**src/rtl/stopwatch_pkg.sv**
```systemverilog
`default_nettype none
// ============================================================================
// Module   : stopwatch_pkg
// Desc     : Shared state encoding and BCD time types for the stopwatch core.
// Revision : 1.0 - initial release
// ============================================================================
package stopwatch_pkg;

    localparam int c_DIGIT_W = 4;

    typedef enum logic [1:0] {
        IDLE  = 2'b00,
        RUN   = 2'b01,
        PAUSE = 2'b10
    } state_t;

    typedef struct packed {
        logic [c_DIGIT_W-1:0] min_tens;
        logic [c_DIGIT_W-1:0] min_ones;
        logic [c_DIGIT_W-1:0] sec_tens;
        logic [c_DIGIT_W-1:0] sec_ones;
    } bcd_time_t;

endpackage
`default_nettype wire

```
**src/rtl/stopwatch_core_bcd_digit.sv**
```systemverilog
`default_nettype none
// ============================================================================
// Module   : bcd_digit
// Desc     : Single BCD counter digit wrapping at MAX_VAL with carry-out.
// Revision : 1.0 - initial release
// ============================================================================
module bcd_digit
    import stopwatch_pkg::*;
#(
    parameter int MAX_VAL = 9
) (
    input  logic                 clk,
    input  logic                 rst,
    input  logic                 inc,
    input  logic                 clr,
    output logic [c_DIGIT_W-1:0] q,
    output logic                 carry
);

    localparam logic [c_DIGIT_W-1:0] c_MAX  = c_DIGIT_W'(MAX_VAL);
    localparam logic [c_DIGIT_W-1:0] c_ZERO = '0;
    localparam logic [c_DIGIT_W-1:0] c_ONE  = c_DIGIT_W'(1);

    logic [c_DIGIT_W-1:0] r_q;

    // Wrapping on >= keeps the digit legal even if it ever held an out-of-range value.
    always_ff @(posedge clk) begin
        if (rst || clr) begin
            r_q <= c_ZERO;
        end else if (inc) begin
            r_q <= (r_q >= c_MAX) ? c_ZERO : r_q + c_ONE;
        end
    end

    assign q     = r_q;
    assign carry = inc & (r_q == c_MAX);

endmodule
`default_nettype wire

```
**src/rtl/stopwatch_core.sv**
```systemverilog
`default_nettype none
// ============================================================================
// Module   : stopwatch_core
// Desc     : MM:SS BCD stopwatch with run/pause FSM, lap freeze and overflow.
// Revision : 1.0 - initial release
// ============================================================================
module stopwatch_core
    import stopwatch_pkg::*;
#(
    parameter int MAX_MINUTES = 59
) (
    input  logic                 clk,
    input  logic                 rst,
    input  logic                 tick_en,
    input  logic                 start_stop,
    input  logic                 clear,
    input  logic                 lap,
    output logic [c_DIGIT_W-1:0] sec_ones,
    output logic [c_DIGIT_W-1:0] sec_tens,
    output logic [c_DIGIT_W-1:0] min_ones,
    output logic [c_DIGIT_W-1:0] min_tens,
    output logic                 running,
    output logic                 lap_active,
    output logic                 overflow
);

    localparam logic [c_DIGIT_W-1:0] c_MAX_MIN_TENS = c_DIGIT_W'(MAX_MINUTES / 10);
    localparam logic [c_DIGIT_W-1:0] c_MAX_MIN_ONES = c_DIGIT_W'(MAX_MINUTES % 10);

    state_t    r_state;
    state_t    w_state_next;
    bcd_time_t r_snap;
    logic      r_lap_active;
    logic      r_overflow;

    logic [c_DIGIT_W-1:0] w_sec_ones;
    logic [c_DIGIT_W-1:0] w_sec_tens;
    logic [c_DIGIT_W-1:0] w_min_ones;
    logic [c_DIGIT_W-1:0] w_min_tens;
    logic      w_sec_ones_carry;
    logic      w_sec_tens_carry;
    logic      w_min_ones_carry;
    logic      w_min_tens_carry;
    logic      w_tick;
    logic      w_min_at_max;
    logic      w_min_wrap;
    logic      w_min_clr;
    bcd_time_t w_live;
    bcd_time_t w_disp;

    always_ff @(posedge clk) begin
        if (rst) begin
            r_state <= IDLE;
        end else begin
            r_state <= w_state_next;
        end
    end

    always_comb begin
        w_state_next = r_state;
        if (clear) begin
            w_state_next = IDLE;
        end else if (start_stop) begin
            case (r_state)
                IDLE:    w_state_next = RUN;
                RUN:     w_state_next = PAUSE;
                PAUSE:   w_state_next = RUN;
                default: w_state_next = IDLE;
            endcase
        end
    end

    // Gated on the current state, so the RUN->PAUSE cycle still counts and IDLE->RUN does not.
    assign w_tick = tick_en & (r_state == RUN) & ~clear;

    bcd_digit #(.MAX_VAL(9)) u_sec_ones (
        .clk   (clk),
        .rst   (rst),
        .inc   (w_tick),
        .clr   (clear),
        .q     (w_sec_ones),
        .carry (w_sec_ones_carry)
    );

    bcd_digit #(.MAX_VAL(5)) u_sec_tens (
        .clk   (clk),
        .rst   (rst),
        .inc   (w_sec_ones_carry),
        .clr   (clear),
        .q     (w_sec_tens),
        .carry (w_sec_tens_carry)
    );

    // Minutes terminate at MAX_MINUTES rather than at 99.
    assign w_min_at_max = (w_min_tens == c_MAX_MIN_TENS) && (w_min_ones == c_MAX_MIN_ONES);
    assign w_min_wrap   = w_sec_tens_carry & (w_min_at_max | w_min_tens_carry);
    assign w_min_clr    = clear | w_min_wrap;

    bcd_digit #(.MAX_VAL(9)) u_min_ones (
        .clk   (clk),
        .rst   (rst),
        .inc   (w_sec_tens_carry),
        .clr   (w_min_clr),
        .q     (w_min_ones),
        .carry (w_min_ones_carry)
    );

    bcd_digit #(.MAX_VAL(9)) u_min_tens (
        .clk   (clk),
        .rst   (rst),
        .inc   (w_min_ones_carry),
        .clr   (w_min_clr),
        .q     (w_min_tens),
        .carry (w_min_tens_carry)
    );

    assign w_live = {w_min_tens, w_min_ones, w_sec_tens, w_sec_ones};

    // Snapshot takes the registered live value, i.e. the pre-tick time on a coincident tick.
    always_ff @(posedge clk) begin
        if (rst || clear) begin
            r_snap       <= '0;
            r_lap_active <= 1'b0;
        end else if (lap) begin
            if (r_lap_active && (r_state == RUN || r_state == PAUSE)) begin
                r_lap_active <= 1'b0;
            end else if (!r_lap_active && r_state == RUN) begin
                r_snap       <= w_live;
                r_lap_active <= 1'b1;
            end
        end
    end

    always_ff @(posedge clk) begin
        if (rst || clear) begin
            r_overflow <= 1'b0;
        end else if (w_min_wrap) begin
            r_overflow <= 1'b1;
        end
    end

    assign w_disp     = r_lap_active ? r_snap : w_live;
    assign sec_ones   = w_disp.sec_ones;
    assign sec_tens   = w_disp.sec_tens;
    assign min_ones   = w_disp.min_ones;
    assign min_tens   = w_disp.min_tens;
    assign running    = (r_state == RUN);
    assign lap_active = r_lap_active;
    assign overflow   = r_overflow;

endmodule
`default_nettype wire

```
**config.mk**
```make
export PLATFORM = sky130hd
export DESIGN_NAME = stopwatch_core
export DESIGN_NICKNAME = d
export VERILOG_FILES = /design/src/rtl/stopwatch_pkg.sv /design/src/rtl/stopwatch_core_bcd_digit.sv /design/src/rtl/stopwatch_core.sv
export SDC_FILE = /design/constraint.sdc
export NUM_CORES = 1
export LEC_CHECK = 0
export BUFFER_PORTS_ARGS = -buffer_cell sky130_fd_sc_hd__buf_4
export CORE_ASPECT_RATIO = 1.25
export CORE_MARGIN = 2
export CORE_UTILIZATION = 42
export DETAILED_ROUTE_END_ITERATION = 6
export PLACE_DENSITY = 0.72
export RECOVER_POWER = 50
export SYNTH_ARGS = -nofsm -noshare
export SYNTH_HDL_FRONTEND = slang
export SYNTH_HIERARCHICAL = 1
export SYNTH_SLANG_ARGS = --single-unit
export TNS_END_PERCENT = 20
```
**constraint.sdc**
```tcl
create_clock -name clk -period 3.8 [get_ports clk]
set_input_delay 0.57 -clock clk [delete_from_list [all_inputs] [get_ports clk]]
set_output_delay 0.57 -clock clk [all_outputs]
set_load 0.02 [all_outputs]
```
# --- Word level (Yosys, flattened, before mapping) ---
# Index checks and enable logic that the tools add are counted.
totals:
  wordCells: 58
  input_bits: 6
  output_inout_bits: 19
  regBits: 36
op_classes:
  reduce_logical: 13
  add_sub_neg: 4
  bitwise: 11
  eq_ne: 7
  n_lt_le_gt_ge: 4
  n_mux: 8
ops:
  columns: ["operator", "count"]
  rows:
  - ["adder 4 x 1 -> 4 bit, second input constant", 4]
  - ["2-to-1 mux 16 bit", 1]
  - ["2-to-1 mux 4 bit", 4]
  - ["== test 4 bit, second input constant", 3]
  - [">= comparator 4 bit, second input constant", 3]
  - ["== test 4 x 3 -> 1 bit, second input constant", 2]
  - ["bitwise AND 1 bit", 7]
  - [">= comparator 4 x 3 -> 1 bit, second input constant", 1]
  - ["one-hot mux 2 bit (2 select lines)", 1]
  - ["OR reduction 2 bit", 2]
  - ["logical AND 1 bit", 3]
  - ["logical OR 1 bit", 3]
  - ["AND reduction 3 bit", 1]
  - ["== test 2 x 1 -> 1 bit, second input constant", 1]
  - ["== test 2 bit, second input constant", 1]
  - ["logical NOT 2 bit", 1]
  - ["2-to-1 mux 1 bit", 2]
  - ["NOT 1 bit", 2]
  - ["bitwise OR 1 bit", 2]
  - ["AND reduction 2 bit", 1]
  - ["nonzero test 2 bit", 1]
  - ["logical NOT 1 bit", 1]

# --- Logic depth before layout (Yosys ltp) ---
depth:
  word_depth: 11
  ltp_mapped: 16
  ltp_nobuf: 16

# --- Modules after synthesis ---
# Netlist, hierarchy kept.
modules_own_cells:
  columns: ["module", "seq_area_each_um2", "cells_each", "n_inst", "area_per_inst_um2"]
  rows:
  - ["stopwatch_core", 400.4, 118, 1, 1073.5]
  - ["bcd_digit (u_min_ones ...)", 80.1, 24, 3, 217.7]
  - ["bcd_digit (u_sec_tens)", 80.1, 28, 1, 241.5]

# --- Least setup slack after synthesis ---
# OpenSTA, ideal clock, no wires.
synth_path:
  kind: "flip-flop to flip-flop"
  start: "register r_state[1]"
  end: "register u_min_tens.r_q[0] (netlist: u_min_tens/q[0])"
  slack_ns: 0.194
  arrival_ns: 3.487
  path_buffers: 0
  required_time_ns: 3.681
  path_stages_with_launch: 17
  path_cell_list: "dfxtp_1 inv_1 ha_1 and3b_1 nand2_1 nor3b_1 nor2b_1 and3_2 nand2_1 nor3b_1 nand2_1 nor3b_1 nor2_1 a21oi_1 nor2_1 o21ai_2 nor2_1"
synth_between:
  elab_chain_cells: 11
synth_rtl:
  columns: ["element", "line", "text"]
  rows:
  - ["start: declaration", "stopwatch_core.sv:30", "state_t r_state;"]
  - ["start signal: assignment", "stopwatch_core.sv:55", "r_state <= w_state_next;"]
  - ["== test 2 x 1 -> 1 bit", null, null]
  - ["named net running", "stopwatch_core.sv:22", "output logic running,"]
  - ["bitwise AND 1 bit (2 in a row)", "stopwatch_core.sv:74", "assign w_tick = tick_en & (r_state == RUN) & ~clear;"]
  - ["named net w_tick", "stopwatch_core.sv:44", "logic w_tick;"]
  - ["bitwise AND 1 bit", "stopwatch_core_bcd_digit.sv:36", "assign carry = inc & (r_q == c_MAX);"]
  - ["named net w_sec_ones_carry", "stopwatch_core.sv:40", "logic w_sec_ones_carry;"]
  - ["bitwise AND 1 bit", "stopwatch_core_bcd_digit.sv:36", null]
  - ["named net w_sec_tens_carry", "stopwatch_core.sv:41", "logic w_sec_tens_carry;"]
  - ["bitwise AND 1 bit", "stopwatch_core_bcd_digit.sv:36", null]
  - ["named net w_min_ones_carry", "stopwatch_core.sv:42", "logic w_min_ones_carry;"]
  - ["bitwise AND 1 bit", "stopwatch_core_bcd_digit.sv:36", null]
  - ["named net w_min_tens_carry", "stopwatch_core.sv:43", "logic w_min_tens_carry;"]
  - ["bitwise OR 1 bit", "stopwatch_core.sv:96", "assign w_min_wrap = w_sec_tens_carry & (w_min_at_max | w_min_tens_carry);"]
  - ["bitwise AND 1 bit", "stopwatch_core.sv:96", null]
  - ["bitwise OR 1 bit", "stopwatch_core.sv:97", "assign w_min_clr = clear | w_min_wrap;"]
  - ["named net w_min_clr", "stopwatch_core.sv:47", "logic w_min_clr;"]
  - ["logical OR 1 bit", "stopwatch_core_bcd_digit.sv:28", "if (rst || clr) begin"]
  - ["end signal: assignment", "stopwatch_core_bcd_digit.sv:29", "r_q <= c_ZERO;"]
  - ["end signal: assignment", "stopwatch_core_bcd_digit.sv:31", "r_q <= (r_q >= c_MAX) ? c_ZERO : r_q + c_ONE;"]
  - ["end: declaration", "stopwatch_core_bcd_digit.sv:24", "logic [c_DIGIT_W-1:0] r_q;"]
# The timed path passes the listed nets, and every way through them passes these cells.
# A chain may end at the register's enable or synchronous reset.

# --- Worst setup path after layout ---
layout_path:
  start: "register r_state[1]"
  end: "register u_min_ones.r_q[0] (netlist: u_min_ones/q[0])"
layout_between:
  elab_chain_cells: 11
layout_rtl:
  columns: ["element", "line"]
  rows:
  - ["== test 2 x 1 -> 1 bit", "stopwatch_core.sv:74"]
  - ["bitwise AND 1 bit (2 in a row)", "stopwatch_core.sv:74"]
  - ["named net w_tick", "stopwatch_core.sv:44"]
  - ["bitwise AND 1 bit", "stopwatch_core_bcd_digit.sv:36"]
  - ["named net w_sec_ones_carry", "stopwatch_core.sv:40"]
  - ["bitwise AND 1 bit", "stopwatch_core_bcd_digit.sv:36"]
  - ["named net w_sec_tens_carry", "stopwatch_core.sv:41"]
  - ["bitwise AND 1 bit", "stopwatch_core_bcd_digit.sv:36"]
  - ["named net w_min_ones_carry", "stopwatch_core.sv:42"]
  - ["bitwise AND 1 bit", "stopwatch_core_bcd_digit.sv:36"]
  - ["named net w_min_tens_carry", "stopwatch_core.sv:43"]
  - ["bitwise OR 1 bit", "stopwatch_core.sv:96"]
  - ["bitwise AND 1 bit", "stopwatch_core.sv:96"]
  - ["bitwise OR 1 bit", "stopwatch_core.sv:97"]
  - ["named net w_min_clr", "stopwatch_core.sv:47"]
  - ["logical OR 1 bit", "stopwatch_core_bcd_digit.sv:28"]
  - ["end signal: assignment", "stopwatch_core_bcd_digit.sv:29"]
  - ["end signal: assignment", "stopwatch_core_bcd_digit.sv:31"]
  - ["end: declaration", "stopwatch_core_bcd_digit.sv:24"]
# The timed path passes the listed nets, and every way through them passes these cells.

==> metrics <==
status finished with violations; failing checks max-capacitance violations, max-slew violations; placed cell count 295; core region area around 4500 um2; Clock Root Buffer clkbuf_8; Worst-Margin Slew 1.594 ns; dpl cell area ~2200 um2; gp weighted congestion between 0.8 and 0.9; final wirelength around 3.9 mm; GRT met2 Usage 0.2827; synthesized cell area just under 2000 um2; Clock Sinks 36; sequential element share of the synthesized area 0.3662; Synth Instances between 200 and 250; WHS Path Cells 2; Max-slew headroom -0.06277; IO Pins 25; post-synth cell types 33; Leakage Power between 0.8 and 0.9 nW; postcts setup bufs 0; ANT nets after route 0; EDFF count, synth 0; Final Non-Filler Cells 303; largest net degree at the start of global routing 21; critical path type reg2reg; critical path arrival 3.38 ns; number of remaining DRC errors 0; Final Setup Violations 0; clk buf depth 2; crit-path max FO 7; Max-Cap Viols 1; GRT busiest layer met2; top_reg_cell synth dfxtp_1; DRT Pass-1 Iters 4; Synth area leaders dfxtp_1, ha_1, mux2_2, nand2_1, nor2_1; die width roughly 65 um; RSZ-0062 raised after global routing no; startpoint types register; Hold Fails Final Rpt 0; Worst Hold Class reg2reg; Synth area leader dfxtp_1; grt ovf 0; Slew Viols, Final 21; met1 Usage GRT 0.1928; vias in the first global route between 1000 and 1500; Vias/cell roughly 5; CTS clock-pin slew for the worst setup and hold paths around 0.080 ns; worst skew pair latency roughly 0.29 ns; DR vias roughly 1600; WL/cell about 13 um; Site Rows 27; fin crit period 3.207 ns; hpwl dp roughly 2.7 mm; synth cell count leaders nand2_1, dfxtp_1, nor2_1; starting density of the core 0.4414; Layout Nets between 200 and 300; Ys Warns 6; Power Dens Cells ~380 nW/um2; Mapped Avg Cell Area 9.028 um2; Design Area, Final about 2300 um2; met3 Track Usage GR 0.05182; initial antenna violation count 0; Antenna Cells 0; post-synthesis async set-or-reset flop share 0; Clock Skew roughly 0.006 ns; WP data required slightly below 4 ns; GRT Util Overall 0.1659; Synth top area share 0.3662; most common cell in the netlist nand2_1; Fill cells between 400 and 500; Initial DRC Count 52; chip height 80.54 um; Post-CTS Resized 0; hold buffers post-CTS 0; first-pass GRT wire length 6.637 mm; P&R area growth vs syn 17.42%; register area about 720 um2; share of layout cells above drive strength 1 0.2571; Setup crit end kind register; flops & latches, synth 36; Final Cycle Share 0.8440; Synthesized Nets 240; Port Buffers 24; Layout Utilization 0.5182; H-tree levels 2; path depth of the worst reg2reg path 16; max frequency just over 0.3 GHz; setup_tns 0 ns; Max IR drop VDD 179.2 uV; CTS buffer count 5; Multi-input gate area between 1000 and 1500 um2; Die ar. between 5000 and 6000 um2; CTS tree done
registers in the layout (all words and copies together) (netlist names):
name and cells:
u_sec_tens/q 4, lap_active 1, r_state 2, u_min_ones/q 4
u_min_tens/q 4, r_snap 16, u_sec_ones/q 4, overflow 1
cell type report:
class,instances,share of cell area
sequential,36,0.3119
multi-input combinational,165,0.4938
clock buffer,5,0.02978
tap,58,0.03140
timing repair buffer,26,0.07796
clock inverter,3,0.03898
inverter,10,0.01624
critical path, stage by stage, from the launching register on:
cell	delay, ns
dfxtp_1	0.33
inv_1	0.10
ha_1	0.23
and3b_1	0.30
nand2_1	0.10
nor3b_1	0.25
nor2b_1	0.19
and3_2	0.29
nand2_1	0.11
nor3b_1	0.27
nand2_1	0.13
nor3b_1	0.28
nor2_1	0.08
a21oi_1	0.18
nor2_1	0.08
o21ai_2	0.10
nor2_1	0.07
cells by family (layout without fill, tap and decap cells):
group | after synthesis | after routing | share of synthesized area
buf+inv | 17 | 44 | 0.05213
mux | 20 | 20 | 0.1119
flops | 36 | 36 | 0.3662
xor+xnor | 9 | 9 | 0.04005
simple gates | 91 | 91 | 0.2206
fa+ha+maj | 16 | 16 | 0.1017
compound gates | 29 | 29 | 0.1074
path summary, 6_finish.rpt:
check,startpoint,endpoint,slack [ns]
setup reg to reg,r_state[1],u_min_ones/q[0],0.59
hold / removal,r_snap[2],r_snap[2],0.45
setup / recovery,r_state[1],u_min_ones/q[0],0.59
hold reg to reg,r_snap[2],r_snap[2],0.45
metrics by stage:
step	total power, W	setup slack [ns]	hold slack [ns]
floorplan	0.0004114	0.1938	0.4329
global placement	0.0004212	0.5449	0.4396
detailed placement	0.0004219	0.4798	0.4430
CTS	0.0008874	0.5588	0.4552
global route	0.0009074	0.1925	0.4784
finish	0.0008815	0.5929	0.4514
where the power goes:
part           switching, W  internal (W)
sequential       0.00000227      0.000378
combinational     0.0000212     0.0000101
clock              0.000142      0.000328
total              0.000165      0.000716
routing by layer:
layer	routed length, um	part of all wire
met1	1743	0.44
met2	1956	0.50
met3	165	0.042
met4	57	0.015
met5	0	0
placed cells by master (no fill, tap or decap), types with 2 or more instances in the layout:
cell	count
nor2_1	24
o21ai_2	2
xor2_1	6
o22ai_1	2
clkbuf_8	5
buf_4	22
dfxtp_1	36
mux2i_1	4
nor4bb_1	2
xnor2_1	3
nand2_2	2
nor3b_1	6
nor2b_1	2
inv_1	10
nand4_1	4
a21oi_2	10
bufinv_16	3
o21ai_0	2
and3b_1	2
nand2_1	43
clkbuf_1	4
a211oi_1	2
a21oi_1	8
ha_1	16
mux2_2	16
(Power assumes the default switching activity.)
